<file path="src/rtl/coherent_bus_arbiter.sv">
// coherent_bus_arbiter
//   Transaction-holding arbiter for the shared coherence bus. One requester
//   owns the bus until it pulses done, drops its request, or the MAX_HOLD
//   timeout expires. The arbiter then drains until every snooper and the
//   memory side report idle before it issues another grant.
//   MODE 0 : round-robin starting at a rotating pointer.
//   MODE 1 : fixed priority (index 0 highest) with starvation aging.
// Ports
//   clk       : rising-edge clock
//   rst       : synchronous active-high reset
//   req       : per-requester bus request (level)
//   done      : owner finished its transaction (1-cycle pulse)
//   busy      : per-cache snoop busy, memory busy at MSB
//   gnt       : registered one-hot grant
//   gnt_valid : |gnt
//   gnt_id    : index of the current/last owner
//   timeout   : 1-cycle pulse when a grant is revoked by MAX_HOLD
module coherent_bus_arbiter #(
  parameter int NUM_REQ      = 4,
  parameter int MODE         = 0,
  parameter int MAX_HOLD     = 16,
  parameter int STARVE_LIMIT = 8
) (
  input  logic                       clk,
  input  logic                       rst,
  input  logic [NUM_REQ-1:0]         req,
  input  logic                       done,
  input  logic [NUM_REQ:0]           busy,
  output logic [NUM_REQ-1:0]         gnt,
  output logic                       gnt_valid,
  output logic [$clog2(NUM_REQ)-1:0] gnt_id,
  output logic                       timeout
);

  localparam int unsigned N   = NUM_REQ;
  localparam int unsigned IDW = $clog2(NUM_REQ);
  localparam int unsigned HCW = (MAX_HOLD > 0) ? $clog2(MAX_HOLD + 1) : 1;
  localparam int unsigned WCW = $clog2(STARVE_LIMIT + 1);

  typedef enum logic [1:0] {
    IDLE  = 2'd0,
    OWNED = 2'd1,
    DRAIN = 2'd2
  } state_t;

  state_t           state_q, state_d;
  logic [N-1:0]     gnt_q, gnt_d;
  logic [IDW-1:0]   id_q, id_d;
  logic [IDW-1:0]   ptr_q, ptr_d;
  logic [HCW-1:0]   hold_q, hold_d;
  logic             timeout_q, timeout_d;
  logic [WCW-1:0]   wait_q [N];
  logic [WCW-1:0]   wait_d [N];

  logic             win_found;
  logic [IDW-1:0]   win_idx;
  logic [IDW-1:0]   rr_idx;

  function automatic logic [IDW-1:0] rr_index(input logic [IDW-1:0] base,
                                              input int unsigned    off);
    return IDW'((32'(base) + off) % N);
  endfunction

  // Winner selection; only consumed when the FSM is allowed to arbitrate.
  always_comb begin
    win_found = 1'b0;
    win_idx   = '0;
    rr_idx    = '0;
    if (MODE == 0) begin
      for (int unsigned k = 0; k < N; k++) begin
        rr_idx = rr_index(ptr_q, k);
        if (!win_found && req[rr_idx]) begin
          win_found = 1'b1;
          win_idx   = rr_idx;
        end
      end
    end else begin
      // Promoted (starved) requesters beat plain priority order.
      for (int unsigned k = 0; k < N; k++) begin
        if (!win_found && req[k] && (wait_q[k] == WCW'(STARVE_LIMIT))) begin
          win_found = 1'b1;
          win_idx   = IDW'(k);
        end
      end
      for (int unsigned k = 0; k < N; k++) begin
        if (!win_found && req[k]) begin
          win_found = 1'b1;
          win_idx   = IDW'(k);
        end
      end
    end
  end

  // Starvation counters: count waiting cycles, saturate, clear on ownership
  // or when the request goes away.
  always_comb begin
    for (int unsigned k = 0; k < N; k++) begin
      wait_d[k] = wait_q[k];
      if (!req[k] || gnt_q[k]) begin
        wait_d[k] = '0;
      end else if (wait_q[k] != WCW'(STARVE_LIMIT)) begin
        wait_d[k] = wait_q[k] + 1'b1;
      end
    end
  end

  always_comb begin
    state_d   = state_q;
    gnt_d     = gnt_q;
    id_d      = id_q;
    ptr_d     = ptr_q;
    hold_d    = hold_q;
    timeout_d = 1'b0;
    case (state_q)
      IDLE, DRAIN: begin
        gnt_d = '0;
        // Any busy source blocks arbitration, even if requests changed.
        if (!(|busy)) begin
          if (|req) begin
            gnt_d          = '0;
            gnt_d[win_idx] = 1'b1;
            id_d           = win_idx;
            hold_d         = '0;
            state_d        = OWNED;
            ptr_d          = (win_idx == IDW'(N - 1)) ? '0 : win_idx + 1'b1;
          end else begin
            state_d = IDLE;
          end
        end
      end
      OWNED: begin
        hold_d = hold_q + 1'b1;
        // A release on the terminal count takes precedence over the timeout.
        if (done || !(|(req & gnt_q))) begin
          state_d = DRAIN;
          gnt_d   = '0;
        end else if ((MAX_HOLD != 0) && (hold_q == HCW'(MAX_HOLD - 1))) begin
          state_d   = DRAIN;
          gnt_d     = '0;
          timeout_d = 1'b1;
        end
      end
      default: begin
        state_d = IDLE;
        gnt_d   = '0;
      end
    endcase
  end

  always_ff @(posedge clk) begin
    if (rst) begin
      state_q   <= IDLE;
      gnt_q     <= '0;
      id_q      <= '0;
      ptr_q     <= '0;
      hold_q    <= '0;
      timeout_q <= 1'b0;
      for (int unsigned k = 0; k < N; k++) begin
        wait_q[k] <= '0;
      end
    end else begin
      state_q   <= state_d;
      gnt_q     <= gnt_d;
      id_q      <= id_d;
      ptr_q     <= ptr_d;
      hold_q    <= hold_d;
      timeout_q <= timeout_d;
      for (int unsigned k = 0; k < N; k++) begin
        wait_q[k] <= wait_d[k];
      end
    end
  end

  assign gnt       = gnt_q;
  assign gnt_valid = |gnt_q;
  assign gnt_id    = id_q;
  assign timeout   = timeout_q;

endmodule
</file>
<file path="config.mk">
export PLATFORM = sky130hd
export DESIGN_NAME = coherent_bus_arbiter
export DESIGN_NICKNAME = d
export VERILOG_FILES = /design/src/rtl/coherent_bus_arbiter.sv
export SDC_FILE = /design/constraint.sdc
export NUM_CORES = 1
export LEC_CHECK = 0
export CAP_MARGIN = 20
export CORE_MARGIN = 5
export CORE_UTILIZATION = 36
export CTS_CLUSTER_SIZE = 24
export DETAILED_ROUTE_END_ITERATION = 8
export PLACE_DENSITY = 0.7
export SETUP_SLACK_MARGIN = 0.2
export SLEW_MARGIN = 20
export SYNTH_ARGS = -nofsm -noshare
export SYNTH_HDL_FRONTEND = slang
export SYNTH_SLANG_ARGS = --single-unit
</file>
<file path="constraint.sdc">
create_clock -name clk -period 2.4 [get_ports clk]
set_clock_uncertainty 0.15 [all_clocks]
set_input_delay 0.48 -clock clk [delete_from_list [all_inputs] [get_ports clk]]
set_output_delay 0.48 -clock clk [all_outputs]
set_load 0.005 [all_outputs]
</file>
==> results.ini <==
[route]
wl_um = 1850
vias = 759
drc = 0
vias_per_cell = 5.20
drt_iter0_drc = 19
wire_per_inst_um = 12.6
ant_nets = 0
dr.pass1.iters = 4

[timing]
slew_headroom = 0.756
rsz0062_at_grt = no
setup_tns_ns = 0
final_hold_viol_count = 0
fin_crit_sh = 0.868
setup_violations = 0
min_period_ns = 2.08
setup_slack_ns = 0.318
maxSlewViolCount = 0
tightest_slew_ns = 0.366
max_freq_mhz = 480

[cts]
insertion_delay_ns = 0.28
clkSinkCount = 16
tritoncts = yes
numCtsBuffers = 3
postCtsSetupBuffers = 0
cts-root-buf = clkbuf_4
htree_levels = 1
path_clk_slew_ns = 0.09
cts_buffer_depth = 2

[cells_and_area]
final_cell_mix = clkdlybuf4s50_1 (18), dfxtp_1 (16), a21oi_1 (9)
area_delta_synth_final_pct = 35.7
final_common_cell = clkdlybuf4s50_1
drive_gt1_frac = 0.169
multi_input_area_um2 = 488
seq_area_um2 = 320
fin_area_mm2 = 0.00113
n_antenna_cell = 0
layoutNonFillerInstCount = 146
nets = 137
fillers = 209

[global_routing]
first_global_vias = 716
antenna_found_initial = 0
gr-total-overflow = 0
grt_pass1_wl_um = 3210
grt.total_usage = 0.120
grt_max_degree = 10

[placement]
dp_slack_ns = 0.0107
dpl.cell_count = 142
place_area_mm2 = 0.00109
hpwl_um = 1470
numPortBuffers = 19
place_congestion = 0.772

[yosys]
synth_area_per_cell_um2 = 9.17
synth_nets = 109
synth_edf_count = 0
syn-instance-count = 91
synth_ff_type = dfxtp_1
synthesis.area_um2 = 835
ys_seq_elements = 16
seq_area_frac_synth = 0.384
synth_warnings = 0
synthArstFlopShare = 0
synth_cell_types = 33

[min_path]
hold-path-endpoint = hold_q[1]
hold_start = hold_q[1]
min_path_type = flop to flop
hold_path_depth = 2

[power_and_ir_drop]
power_leakage_nw = 0.447
power_density_mw_per_mm2 = 448
max-vdd-ir-drop_mv = 0.336

[critical_path]
r2r_slack_ns = 0.67
ff2ff_path_depth = 6
critPathKind = input pin to flop
arrival_ns = 2.10
cp.required_ns = 2.42
crit_fanout = 5
regToRegStartpoint = hold_q[0]
critPathCaptureType = flop
timing.rr.end = gnt[2]
cp-start-kind = input pin

[floorplanning]
ios = 20
fp.coreArea_mm2 = 0.00221
die_w_um = 58.1
initial_core_util = 0.377
dieArea_mm2 = 0.00338
rows = 17
die_height_um = 58.1

[outcome]
outcome = completed

[run]
drv_cap = 0

==> routing by layer <==
layer	wire length, um	share of wire	vias to the layer above	track usage
met1	925	0.50	356	0.166
met4	14	0.0076	0	0.0298
met2	822	0.45	14	0.179
met3	81	0.044	2	0.0379
li1	-	-	387	-
met5	0	0	-	0
==> worst max-delay path: stages <==
cell	delay, ns
clkdlybuf4s50_1	0.54
or2b_1	0.26
a21oi_1	0.18
a211oi_2	0.08
buf_4	0.16
ha_1	0.28
nand2_1	0.06
a21oi_1	0.05
==> report_power, final <==
| group | switching (mW) | internal, mW | leakage [nW] |
|---|---|---|---|
| Sequential | 0.00146 | 0.267 | 0.129 |
| Combinational | 0.0280 | 0.0325 | 0.297 |
| Clock | 0.0857 | 0.0923 | 0.0210 |
==> state kept, by name, summed over array words and instances, names as in the netlist <==
signal / cells
gnt: 4
timeout: 1
gnt_id: 2
hold_q: 5
ptr_q: 2
state_q: 2
==> how the worst max path moves through the flow <==
stage                       from  endpoint  slack, ns
after CTS                 req[2]  ptr_q[1]       0.31
after detailed placement  req[2]  ptr_q[1]       0.01
final                     req[0]  ptr_q[1]       0.32
after floorplan           req[2]    gnt[0]       0.46
after global placement    req[2]  ptr_q[1]       0.03
after global routing      req[0]  ptr_q[1]       0.21
==> cell usage after synthesis, drive strengths merged, types with 2 or more instances <==
master | n | share of area
and3 | 3 | 0.028
o21ai | 4 | 0.024
nor3 | 2 | 0.018
nor4 | 3 | 0.045
inv | 7 | 0.031
nand2 | 4 | 0.018
a22o | 5 | 0.054
dfxtp | 16 | 0.38
nand3 | 4 | 0.030
a21oi | 9 | 0.054
a21o | 2 | 0.018
nor2b | 2 | 0.015
or4 | 3 | 0.031
nand2b | 3 | 0.022
a22oi | 2 | 0.018
ha | 6 | 0.090
nor2 | 6 | 0.030
==> area by class of cell <==
| cell class | instances | area share |
|---|---|---|
| clock buffer | 4 | 0.0320 |
| inverter | 7 | 0.0232 |
| multi-input combinational | 67 | 0.431 |
| sequential | 16 | 0.283 |
| tap | 28 | 0.0309 |
| timing repair buffer | 24 | 0.200 |
==> cell families after synthesis <==
logic type	after synthesis	share of synthesized area
buffers and inverters	8	0.0375
AOI/OAI and AO/OA	26	0.205
DFF	16	0.384
and+or+nand+nor	34	0.273
xor gates and xnor gates	1	0.0105
adders and majority gates	6	0.0900
==> what timing repair did <==
item	CTS	global route
gates resized for setup	1	1
endpoints found under the setup margin	1	1
hold buffers	0	0
pin swaps	0	0
==> stage by stage <==
step / power (mW) / utilization / hold WS [ns]
2_1_floorplan: 0.299 / - / 0.311
3_3_place_gp: 0.332 / 0.494 / 0.328
3_5_place_dp: 0.334 / 0.494 / 0.330
4_1_cts: 0.510 / 0.510 / 0.344
5_1_grt: 0.531 / 0.512 / 0.364
6_report: 0.507 / 0.512 / 0.344
Note: power is estimated with default switching activity, not from simulation.
